`config.mk`:
```
export PLATFORM = sky130hd
export DESIGN_NAME = axi_lite_master_bridge_flat
export DESIGN_NICKNAME = d
export VERILOG_FILES = /design/src/rtl/axi_lite_master_bridge_if.sv /design/src/rtl/axi_lite_master_bridge.sv /design/src/flat_wrapper.sv
export SDC_FILE = /design/constraint.sdc
export NUM_CORES = 1
export LEC_CHECK = 0
export ABC_AREA = 1
export CAP_MARGIN = 30
export CELL_PAD_IN_SITES_DETAIL_PLACEMENT = 1
export CELL_PAD_IN_SITES_GLOBAL_PLACEMENT = 1
export CORE_ASPECT_RATIO = 1.5
export CORE_UTILIZATION = 32
export CTS_BUF_LIST = sky130_fd_sc_hd__clkbuf_4
export DETAILED_ROUTE_END_ITERATION = 8
export PLACE_DENSITY_LB_ADDON = 0.08
export SETUP_SLACK_MARGIN = 0.5
export SLEW_MARGIN = 30
export SYNTH_ARGS = -nofsm -noshare
export SYNTH_HDL_FRONTEND = slang
export SYNTH_SLANG_ARGS = --single-unit
```
`constraint.sdc`:
```
create_clock -name s_axi_aclk -period 3.4 [get_ports s_axi_aclk]
set_clock_uncertainty 0.15 [all_clocks]
set_input_delay 0.85 -clock s_axi_aclk [delete_from_list [all_inputs] [get_ports s_axi_aclk]]
set_output_delay 0.85 -clock s_axi_aclk [all_outputs]
set_load 0.05 [all_outputs]
```
`src/rtl/axi_lite_master_bridge_if.sv`:
```
// Bundles the CPU-side request/response port and the AXI4-Lite master channels.
// The bridge connects through the master modport; the CPU and peripheral side connect through the slave modport.
interface axi_lite_master_bridge_if #(
    parameter int ADDR_W = 32,
    parameter int DATA_W = 32
);
    logic              req_valid;
    logic              req_ready;
    logic              req_we;
    logic [ADDR_W-1:0] req_addr;
    logic [DATA_W-1:0] req_wdata;
    logic [3:0]        req_wstrb;
    logic              rsp_valid;
    logic [DATA_W-1:0] rsp_rdata;
    logic [1:0]        rsp_resp;
    logic              rsp_timeout;
    logic              busy;

    logic [ADDR_W-1:0] m_axi_awaddr;
    logic [2:0]        m_axi_awprot;
    logic              m_axi_awvalid;
    logic              m_axi_awready;
    logic [DATA_W-1:0] m_axi_wdata;
    logic [3:0]        m_axi_wstrb;
    logic              m_axi_wvalid;
    logic              m_axi_wready;
    logic [1:0]        m_axi_bresp;
    logic              m_axi_bvalid;
    logic              m_axi_bready;
    logic [ADDR_W-1:0] m_axi_araddr;
    logic [2:0]        m_axi_arprot;
    logic              m_axi_arvalid;
    logic              m_axi_arready;
    logic [DATA_W-1:0] m_axi_rdata;
    logic [1:0]        m_axi_rresp;
    logic              m_axi_rvalid;
    logic              m_axi_rready;

    modport master (
        input  req_valid, req_we, req_addr, req_wdata, req_wstrb,
        output req_ready, rsp_valid, rsp_rdata, rsp_resp, rsp_timeout, busy,
        output m_axi_awaddr, m_axi_awprot, m_axi_awvalid,
        input  m_axi_awready,
        output m_axi_wdata, m_axi_wstrb, m_axi_wvalid,
        input  m_axi_wready,
        input  m_axi_bresp, m_axi_bvalid,
        output m_axi_bready,
        output m_axi_araddr, m_axi_arprot, m_axi_arvalid,
        input  m_axi_arready,
        input  m_axi_rdata, m_axi_rresp, m_axi_rvalid,
        output m_axi_rready
    );

    modport slave (
        output req_valid, req_we, req_addr, req_wdata, req_wstrb,
        input  req_ready, rsp_valid, rsp_rdata, rsp_resp, rsp_timeout, busy,
        input  m_axi_awaddr, m_axi_awprot, m_axi_awvalid,
        output m_axi_awready,
        input  m_axi_wdata, m_axi_wstrb, m_axi_wvalid,
        output m_axi_wready,
        output m_axi_bresp, m_axi_bvalid,
        input  m_axi_bready,
        input  m_axi_araddr, m_axi_arprot, m_axi_arvalid,
        output m_axi_arready,
        output m_axi_rdata, m_axi_rresp, m_axi_rvalid,
        input  m_axi_rready
    );
endinterface

```
`src/rtl/axi_lite_master_bridge.sv`:
```
// Single-outstanding CPU request to AXI4-Lite master bridge with a response-phase
// timeout; a timed-out transaction is drained so the late slave response is swallowed.
module axi_lite_master_bridge #(
    parameter int ADDR_W  = 32,
    parameter int DATA_W  = 32,
    parameter int TIMEOUT = 1024
) (
    input logic                     s_axi_aclk,
    input logic                     s_axi_aresetn,
    axi_lite_master_bridge_if.master bus
);

    typedef enum logic [2:0] {
        IDLE,
        WR_AW_W,
        WR_B,
        RD_AR,
        RD_R,
        DONE,
        DRAIN
    } state_e;

    localparam int CNT_W = (TIMEOUT > 1) ? $clog2(TIMEOUT) : 1;
    localparam logic [CNT_W-1:0] CNT_MAX = CNT_W'((TIMEOUT > 0) ? TIMEOUT - 1 : 0);
    localparam logic [1:0] RESP_SLVERR = 2'b10;

    state_e            state_q, state_d;
    logic              we_q, we_d;
    logic [ADDR_W-1:0] addr_q, addr_d;
    logic [DATA_W-1:0] wdata_q, wdata_d;
    logic [3:0]        wstrb_q, wstrb_d;
    logic              aw_done_q, aw_done_d;
    logic              w_done_q, w_done_d;
    logic [CNT_W-1:0]  cnt_q, cnt_d;

    logic              req_ready_q, req_ready_d;
    logic              busy_q, busy_d;
    logic              awvalid_q, awvalid_d;
    logic              wvalid_q, wvalid_d;
    logic              bready_q, bready_d;
    logic              arvalid_q, arvalid_d;
    logic              rready_q, rready_d;
    logic              rsp_valid_q, rsp_valid_d;
    logic [DATA_W-1:0] rsp_rdata_q, rsp_rdata_d;
    logic [1:0]        rsp_resp_q, rsp_resp_d;
    logic              rsp_timeout_q, rsp_timeout_d;

    logic aw_hs, w_hs, b_hs, ar_hs, r_hs, expired;

    assign aw_hs   = awvalid_q && bus.m_axi_awready;
    assign w_hs    = wvalid_q  && bus.m_axi_wready;
    assign b_hs    = bready_q  && bus.m_axi_bvalid;
    assign ar_hs   = arvalid_q && bus.m_axi_arready;
    assign r_hs    = rready_q  && bus.m_axi_rvalid;
    assign expired = (TIMEOUT > 0) && (cnt_q == CNT_MAX);

    always_comb begin
        // NOTE: every signal assigned here gets a default first so no path can infer a latch.
        state_d       = state_q;
        we_d          = we_q;
        addr_d        = addr_q;
        wdata_d       = wdata_q;
        wstrb_d       = wstrb_q;
        aw_done_d     = aw_done_q;
        w_done_d      = w_done_q;
        cnt_d         = cnt_q;
        rsp_valid_d   = 1'b0;
        rsp_rdata_d   = rsp_rdata_q;
        rsp_resp_d    = rsp_resp_q;
        rsp_timeout_d = rsp_timeout_q;

        unique case (state_q)
            IDLE: begin
                if (bus.req_valid && req_ready_q) begin
                    we_d      = bus.req_we;
                    addr_d    = bus.req_addr;
                    wdata_d   = bus.req_wdata;
                    wstrb_d   = bus.req_wstrb;
                    aw_done_d = 1'b0;
                    w_done_d  = 1'b0;
                    state_d   = bus.req_we ? WR_AW_W : RD_AR;
                end
            end
            WR_AW_W: begin
                aw_done_d = aw_done_q || aw_hs;
                w_done_d  = w_done_q  || w_hs;
                if (aw_done_d && w_done_d) begin
                    state_d = WR_B;
                    cnt_d   = '0;
                end
            end
            WR_B: begin
                // A handshake in the expiry cycle still counts as a normal response.
                if (b_hs) begin
                    state_d       = DONE;
                    rsp_valid_d   = 1'b1;
                    rsp_rdata_d   = '0;
                    rsp_resp_d    = bus.m_axi_bresp;
                    rsp_timeout_d = 1'b0;
                end else if (expired) begin
                    state_d       = DRAIN;
                    rsp_valid_d   = 1'b1;
                    rsp_rdata_d   = '0;
                    rsp_resp_d    = RESP_SLVERR;
                    rsp_timeout_d = 1'b1;
                end else begin
                    cnt_d = cnt_q + CNT_W'(1);
                end
            end
            RD_AR: begin
                if (ar_hs) begin
                    state_d = RD_R;
                    cnt_d   = '0;
                end
            end
            RD_R: begin
                if (r_hs) begin
                    state_d       = DONE;
                    rsp_valid_d   = 1'b1;
                    rsp_rdata_d   = bus.m_axi_rdata;
                    rsp_resp_d    = bus.m_axi_rresp;
                    rsp_timeout_d = 1'b0;
                end else if (expired) begin
                    state_d       = DRAIN;
                    rsp_valid_d   = 1'b1;
                    rsp_rdata_d   = '0;
                    rsp_resp_d    = RESP_SLVERR;
                    rsp_timeout_d = 1'b1;
                end else begin
                    cnt_d = cnt_q + CNT_W'(1);
                end
            end
            DONE: state_d = IDLE;
            DRAIN: begin
                // The late response is consumed silently so the slave is left idle.
                if (we_q ? b_hs : r_hs) state_d = IDLE;
            end
            default: state_d = IDLE;
        endcase

        req_ready_d = (state_d == IDLE);
        busy_d      = (state_d != IDLE);
        awvalid_d   = (state_d == WR_AW_W) && !aw_done_d;
        wvalid_d    = (state_d == WR_AW_W) && !w_done_d;
        arvalid_d   = (state_d == RD_AR);
        bready_d    = (state_d == WR_B) || ((state_d == DRAIN) &&  we_d);
        rready_d    = (state_d == RD_R) || ((state_d == DRAIN) && !we_d);
    end

    // NOTE: sequential state uses non-blocking assignments so every register samples pre-edge values.
    always_ff @(posedge s_axi_aclk or negedge s_axi_aresetn) begin
        if (!s_axi_aresetn) begin
            state_q       <= IDLE;
            we_q          <= 1'b0;
            addr_q        <= '0;
            wdata_q       <= '0;
            wstrb_q       <= '0;
            aw_done_q     <= 1'b0;
            w_done_q      <= 1'b0;
            cnt_q         <= '0;
            req_ready_q   <= 1'b0;
            busy_q        <= 1'b0;
            awvalid_q     <= 1'b0;
            wvalid_q      <= 1'b0;
            bready_q      <= 1'b0;
            arvalid_q     <= 1'b0;
            rready_q      <= 1'b0;
            rsp_valid_q   <= 1'b0;
            rsp_rdata_q   <= '0;
            rsp_resp_q    <= '0;
            rsp_timeout_q <= 1'b0;
        end else begin
            state_q       <= state_d;
            we_q          <= we_d;
            addr_q        <= addr_d;
            wdata_q       <= wdata_d;
            wstrb_q       <= wstrb_d;
            aw_done_q     <= aw_done_d;
            w_done_q      <= w_done_d;
            cnt_q         <= cnt_d;
            req_ready_q   <= req_ready_d;
            busy_q        <= busy_d;
            awvalid_q     <= awvalid_d;
            wvalid_q      <= wvalid_d;
            bready_q      <= bready_d;
            arvalid_q     <= arvalid_d;
            rready_q      <= rready_d;
            rsp_valid_q   <= rsp_valid_d;
            rsp_rdata_q   <= rsp_rdata_d;
            rsp_resp_q    <= rsp_resp_d;
            rsp_timeout_q <= rsp_timeout_d;
        end
    end

    assign bus.req_ready     = req_ready_q;
    assign bus.busy          = busy_q;
    assign bus.rsp_valid     = rsp_valid_q;
    assign bus.rsp_rdata     = rsp_rdata_q;
    assign bus.rsp_resp      = rsp_resp_q;
    assign bus.rsp_timeout   = rsp_timeout_q;
    assign bus.m_axi_awaddr  = addr_q;
    assign bus.m_axi_awprot  = 3'b000;
    assign bus.m_axi_awvalid = awvalid_q;
    assign bus.m_axi_wdata   = wdata_q;
    assign bus.m_axi_wstrb   = wstrb_q;
    assign bus.m_axi_wvalid  = wvalid_q;
    assign bus.m_axi_bready  = bready_q;
    assign bus.m_axi_araddr  = addr_q;
    assign bus.m_axi_arprot  = 3'b000;
    assign bus.m_axi_arvalid = arvalid_q;
    assign bus.m_axi_rready  = rready_q;

endmodule

```
`src/flat_wrapper.sv`:
```
// flat-port wrapper written by rule: the top's interface ports become plain ports
module axi_lite_master_bridge_flat 
#(
    parameter int ADDR_W  = 32,
    parameter int DATA_W  = 32,
    parameter int TIMEOUT = 1024
)
  (s_axi_aclk, s_axi_aresetn, bus_req_valid, bus_req_we, bus_req_addr, bus_req_wdata, bus_req_wstrb, bus_req_ready, bus_rsp_valid, bus_rsp_rdata, bus_rsp_resp, bus_rsp_timeout, bus_busy, bus_m_axi_awaddr, bus_m_axi_awprot, bus_m_axi_awvalid, bus_m_axi_awready, bus_m_axi_wdata, bus_m_axi_wstrb, bus_m_axi_wvalid, bus_m_axi_wready, bus_m_axi_bresp, bus_m_axi_bvalid, bus_m_axi_bready, bus_m_axi_araddr, bus_m_axi_arprot, bus_m_axi_arvalid, bus_m_axi_arready, bus_m_axi_rdata, bus_m_axi_rresp, bus_m_axi_rvalid, bus_m_axi_rready);
  axi_lite_master_bridge_if #(.ADDR_W(ADDR_W), .DATA_W(DATA_W)) bus_i ();
  input logic s_axi_aclk;
  input logic s_axi_aresetn;
  input wire logic [$bits(bus_i.req_valid)-1:0] bus_req_valid;
  input wire logic [$bits(bus_i.req_we)-1:0] bus_req_we;
  input wire logic [$bits(bus_i.req_addr)-1:0] bus_req_addr;
  input wire logic [$bits(bus_i.req_wdata)-1:0] bus_req_wdata;
  input wire logic [$bits(bus_i.req_wstrb)-1:0] bus_req_wstrb;
  output wire logic [$bits(bus_i.req_ready)-1:0] bus_req_ready;
  output wire logic [$bits(bus_i.rsp_valid)-1:0] bus_rsp_valid;
  output wire logic [$bits(bus_i.rsp_rdata)-1:0] bus_rsp_rdata;
  output wire logic [$bits(bus_i.rsp_resp)-1:0] bus_rsp_resp;
  output wire logic [$bits(bus_i.rsp_timeout)-1:0] bus_rsp_timeout;
  output wire logic [$bits(bus_i.busy)-1:0] bus_busy;
  output wire logic [$bits(bus_i.m_axi_awaddr)-1:0] bus_m_axi_awaddr;
  output wire logic [$bits(bus_i.m_axi_awprot)-1:0] bus_m_axi_awprot;
  output wire logic [$bits(bus_i.m_axi_awvalid)-1:0] bus_m_axi_awvalid;
  input wire logic [$bits(bus_i.m_axi_awready)-1:0] bus_m_axi_awready;
  output wire logic [$bits(bus_i.m_axi_wdata)-1:0] bus_m_axi_wdata;
  output wire logic [$bits(bus_i.m_axi_wstrb)-1:0] bus_m_axi_wstrb;
  output wire logic [$bits(bus_i.m_axi_wvalid)-1:0] bus_m_axi_wvalid;
  input wire logic [$bits(bus_i.m_axi_wready)-1:0] bus_m_axi_wready;
  input wire logic [$bits(bus_i.m_axi_bresp)-1:0] bus_m_axi_bresp;
  input wire logic [$bits(bus_i.m_axi_bvalid)-1:0] bus_m_axi_bvalid;
  output wire logic [$bits(bus_i.m_axi_bready)-1:0] bus_m_axi_bready;
  output wire logic [$bits(bus_i.m_axi_araddr)-1:0] bus_m_axi_araddr;
  output wire logic [$bits(bus_i.m_axi_arprot)-1:0] bus_m_axi_arprot;
  output wire logic [$bits(bus_i.m_axi_arvalid)-1:0] bus_m_axi_arvalid;
  input wire logic [$bits(bus_i.m_axi_arready)-1:0] bus_m_axi_arready;
  input wire logic [$bits(bus_i.m_axi_rdata)-1:0] bus_m_axi_rdata;
  input wire logic [$bits(bus_i.m_axi_rresp)-1:0] bus_m_axi_rresp;
  input wire logic [$bits(bus_i.m_axi_rvalid)-1:0] bus_m_axi_rvalid;
  output wire logic [$bits(bus_i.m_axi_rready)-1:0] bus_m_axi_rready;
  assign bus_i.req_valid = bus_req_valid;
  assign bus_i.req_we = bus_req_we;
  assign bus_i.req_addr = bus_req_addr;
  assign bus_i.req_wdata = bus_req_wdata;
  assign bus_i.req_wstrb = bus_req_wstrb;
  assign bus_req_ready = bus_i.req_ready;
  assign bus_rsp_valid = bus_i.rsp_valid;
  assign bus_rsp_rdata = bus_i.rsp_rdata;
  assign bus_rsp_resp = bus_i.rsp_resp;
  assign bus_rsp_timeout = bus_i.rsp_timeout;
  assign bus_busy = bus_i.busy;
  assign bus_m_axi_awaddr = bus_i.m_axi_awaddr;
  assign bus_m_axi_awprot = bus_i.m_axi_awprot;
  assign bus_m_axi_awvalid = bus_i.m_axi_awvalid;
  assign bus_i.m_axi_awready = bus_m_axi_awready;
  assign bus_m_axi_wdata = bus_i.m_axi_wdata;
  assign bus_m_axi_wstrb = bus_i.m_axi_wstrb;
  assign bus_m_axi_wvalid = bus_i.m_axi_wvalid;
  assign bus_i.m_axi_wready = bus_m_axi_wready;
  assign bus_i.m_axi_bresp = bus_m_axi_bresp;
  assign bus_i.m_axi_bvalid = bus_m_axi_bvalid;
  assign bus_m_axi_bready = bus_i.m_axi_bready;
  assign bus_m_axi_araddr = bus_i.m_axi_araddr;
  assign bus_m_axi_arprot = bus_i.m_axi_arprot;
  assign bus_m_axi_arvalid = bus_i.m_axi_arvalid;
  assign bus_i.m_axi_arready = bus_m_axi_arready;
  assign bus_i.m_axi_rdata = bus_m_axi_rdata;
  assign bus_i.m_axi_rresp = bus_m_axi_rresp;
  assign bus_i.m_axi_rvalid = bus_m_axi_rvalid;
  assign bus_m_axi_rready = bus_i.m_axi_rready;
  axi_lite_master_bridge #(.ADDR_W(ADDR_W), .DATA_W(DATA_W), .TIMEOUT(TIMEOUT)) u_core (.s_axi_aclk(s_axi_aclk), .s_axi_aresetn(s_axi_aresetn), .bus(bus_i));
endmodule
```
# Word level (Yosys, flattened, before mapping)
# Cells that the tools add are included.
# Widths: inputs -> output; s select.
# word_totals
memories,0
latchBits,0
romBits,0
ram_bits,0
output_inout_bits,149
ff_bits,127
# classes
reduce_logical,25
mux,38
div_mod_pow,0
n_shift,0
n_bitwise,0
n_mul,0
eq_ne,15
n_addsub,1
order_cmp,0
# ops
cell,count
$mux 32,3
$pmux 32 s2,1
$mux 10,5
$pmux 10 s4,1
$mux 3,7
$pmux 3 s6,1
$eq 3x2->1 const B,4
$eq 3x3->1 const B,4
$logic_and 1x1->1,11
$mux 1,11
$add 10x1->10 const B,1
$eq 10x10->1 const B,1
$mux 2,4
$pmux 1 s2,4
$eq 3x1->1 const B,2
$logic_not 3->1,2
$reduce_and 5->1,1
$logic_or 1x1->1,4
$ne 2x1->1 const B,2
$ne 2x2->1 const B,2
$pmux 2 s2,1
$reduce_bool 4->1,1
$logic_not 1->1,3
$reduce_bool 3->1,1
2 further kinds,2

# Longest topological paths before layout
# depth
word_depth,8
ltp_mapped,11

# Worst setup path after synthesis
# Ideal clock, no wire load.
# synth_timing
path_kind,input -> register
startpoint,input bus_req_valid
endpoint,register u_core.addr_q[0] (netlist: u_core.bus.m_axi_araddr[0])
n_path_buf,2
path_slack_ns,1.490
stages,7
t_required_ns,3.131
setup_time_ns,0.119
arrival_ns,1.641
cell_sequence,nand3_1 nor2_4 inv_2 buf_2 buf_2 nand2_1 nand2_1
# synth_between
elab_chain_cells,2
# synth_lines
element,line,source
"start, declared",flat_wrapper.sv:12,input wire logic [$bits(bus_i.req_valid)-1:0] bus_req_valid;
$logic_and 1x1->1,axi_lite_master_bridge.sv:74,if (bus.req_valid && req_ready_q) begin
$reduce_and 2->1 (no source line),n/a,
"end signal, assigned",axi_lite_master_bridge.sv:175,addr_q <= addr_d;
"end, declared",axi_lite_master_bridge.sv:29,"logic [ADDR_W-1:0] addr_q, addr_d;"
# Every way passes these cells.
# A chain may end at the register's enable or synchronous reset.

# Final worst setup path
# layout_timing
startpoint,register u_core.addr_q[11] (netlist: u_core.bus.m_axi_araddr[11])
endpoint,output bus_m_axi_awaddr[11]
# layout_lines
element,line,source
"end, declared",flat_wrapper.sv:23,output wire logic [$bits(bus_i.m_axi_awaddr)-1:0] bus_m_axi_awaddr;
# No word-level cell between the ends.

==> metrics.md <==
| Metric | Value |
|---|---|
| Power Dens Cells | 946 nW/um^2 |
| CP max stage delay | 840 ps |
| Fin crit share | 80.9% |
| Rows | 58 |
| Die area | 18000 um^2 |
| Adder-cell share of the synthesized area | 0.224% |
| Max Root-Sink Buffers | 2 |
| Wirelength per Cell | 16.0 um |
| IO buf count | 255 |
| Synth-to-layout area growth | 50.4% |
| Most area-consuming cells after synthesis | dfrtp_1, nand2_1, buf_4 |
| Ports | 262 |
| Total Power | 7.95 mW |
| Fin util | 49.7% |
| Post-route minimum period | 2750 ps |
| Sw Ratio | 51.4% |
| Post-synth EDFFs | 0 |
| CP arrival | 1750 ps |
| Dominant synthesized flop cell | dfrtp_1 |
| R2r setup slk | 1100 ps |
| Detailed placement HPWL | 13.7 mm |
| Simple-gate portion of the synthesized area | 26.4% |
| Most frequent cells after synthesis | nand2_1, dfrtp_1, inv_1 |
| Final hold slack | 134 ps |
| Max Clk Rate | 363 MHz |
| Synth Cell Area | 5580 um^2 |
| Hold Vio Cnt, Final | 0 |
| Slew Limit Fails | 0 |
| Post-Place Setup Slack | 485 ps |
| CTS Buf Count | 17 |
| Dominant cell type by area after synthesis | dfrtp_1 |
| Global route total overflow | 0 |
| Layout Cells excl Fill | 1119 |
| Yosys top cell area share | 56.9% |
| Post-synthesis compound-gate area fraction | 4.82% |
| Rel. slew slack | 59.7% |
| Critical Path Sink Type | primary output |
| Root buf cell | clkbuf_4 |
| Cells after synthesis | 670 |
| Part of the power in registers | 28.9% |
| Netlist cell types | 30 |
| Nets@finish | 1011 |
| Mux contribution to synthesized area | 0% |
| Ys async rst share | 100% |
| Synth warn | 0 |
| First-pass GRT wire length | 27.7 mm |
| WS Path Type | reg -> out |
| Final Instance Area | 8400 um^2 |
| Internal | 3.86 mW |
| Gr usage total | 20.3% |
| Largest family of logic cells by synthesized area | simple AND/OR/NAND/NOR gates |
| Logic pwr share | 57.2% |
| Count leader, synth | nand2_1 |
| Worst path bufs/invs | 1 |
| Leakage | 3.97 nW |
| Setup-failing EPs final | 0 |
| CP required | 2400 ps |
| Vias in the first global route | 5513 |
| Worst-path cell with the longest stage delay | clkdlybuf4s50_1 |
| Unrepaired setup endpoints after global routing | no |
| Starting DRT DRC Count | 124 |
| Pin count of the biggest net entering global routing | 61 |
| CP max FO | 3 |
| Avg Inst Size Synth | 8.33 um^2 |
| Die X | 110 um |
| Via count | 5168 |
| Worst Tran Pin Value | 604 ps |
| Clock power share | 13.9% |
| Post-CTS sizing | 0 |
| Startpoint types | register |
| Postcts setup bufs | 0 |
| Post-synthesis xor/xnor area fraction | 0.784% |
| Clock Latency Late Sink | 510 ps |
| Share of layout cells above drive strength 1 | 6.39% |
| DRC Markers | 0 |
| Final Wtd Congestion | 0.792 |
| DRT antenna net count | 0 |
| Antenna violations before repair | 1 |
| Maximum capacitance violations | 0 |
| Sequential fraction of the synthesis area | 56.9% |
| Flops & latches, synth | 127 |
| Clock sinks | 127 |
| Initial Util | 33.0% |
| Chip Height | 164 um |
| Peak VDD IR | 580 uV |
| NetSw | 4.08 mW |
| Final WL | 17.9 mm |
| Setup TNS | 0 ps |
| Delay-heaviest family, CP | buffers and inverters |
| Clock Pin Slew Worst Setup and Hold Paths | 120 ps |
| Status | completed |
| DRT Pass-1 Iters | 4 |
| H-tree depth | 4 |
| Placed cell area | 8100 um^2 |
| # placed instances | 1088 |
| Worst-path cell chain | clkdlybuf4s50_1 |
| Setup WS post-layout | 648 ps |
| Via/cell ratio | 4.62 |
| Worst hold path type | in -> async |
| Core Region | 16900 um^2 |
| Hold_buf cts | 0 |
| CTS tree | done |
final cells by class:
class	count	area (um^2)
fillers	2068	8510
flip-flops and latches	127	3180
repair buffers	264	2630
multi-input cells	432	1820
well taps	210	263
inverters	55	206
clock inverters	13	164
clock buffers	17	128
diodes	1	2.50
flip-flops by register name (all words and copies together), names as in the netlist, 2 cells and up:
name                     count
u_core.bus.rsp_resp          2
u_core.state_q               3
u_core.cnt_q                10
u_core.bus.m_axi_araddr     32
u_core.bus.m_axi_wdata      32
u_core.bus.m_axi_wstrb       4
u_core.bus.rsp_rdata        32
kinds of logic after synthesis:
| group | Yosys count |
|---|---|
| adder cells (fa/ha/maj) | 1 |
| AND/OR/NAND/NOR | 369 |
| buffers and inverters | 116 |
| other | 1 |
| flip-flops | 127 |
| AO/OA/AOI/OAI | 51 |
| XOR/XNOR | 5 |
power by group through the flow:
| stage | Combinational, mW | Sequential (mW) | Clock (mW) |
|---|---|---|---|
| global route | 4.82 | 2.36 | 1.21 |
| global placement | 4.52 | 2.31 | 0 |
| detailed placement | 4.60 | 2.32 | 0 |
| finish | 4.55 | 2.30 | 1.10 |
| CTS | 4.61 | 2.31 | 1.15 |
| floorplan | 1.76 | 3.72 | 0 |
path summary, 6_finish.rpt:
kind,startpoint,to,depth (start not counted)
max,u_core.bus.m_axi_araddr[11],bus_m_axi_awaddr[11],1
min,s_axi_aresetn,u_core.bus.m_axi_araddr[11],1
max reg2reg,u_core.cnt_q[0],u_core.cnt_q[2],11
min reg2reg,u_core.bus.m_axi_wdata[26],u_core.bus.m_axi_wdata[26],2
max in group asynchronous,s_axi_aresetn,u_core.bus.rsp_rdata[20],2
min in group s_axi_aclk,u_core.bus.m_axi_wdata[26],u_core.bus.m_axi_wdata[26],2
cell usage in the layout (no fill, tap or decap), drive strengths merged:
master and n:
nor3 3, nor3b 1, nand2 312, xnor2 1, conb 6, nor2 28, nand4 6, ha 1
a22o 1, nand3 18, a21boi 1, o21ai 43, bufinv 3, clkinv 5, dfrtp 127, diode 1
a21oi 6, buf 10, clkdlybuf4s50 254, inv 58, clkbuf 17, or2 1, clkinvlp 2, xor2 4
per-layer routing:
layer / GRT usage (%) / vias to the layer above / routed length [um] / part of all wire [%]
met2: 38.6 / 185 / 9950 / 56
met4: 5.88 / 0 / 340 / 1.9
met3: 6.83 / 19 / 1380 / 7.7
met5: 0 / - / 0 / 0
met1: 20.5 / 2509 / 6200 / 35
li1: - / 2455 / - / -
Note: power is estimated with default switching activity, not from simulation.
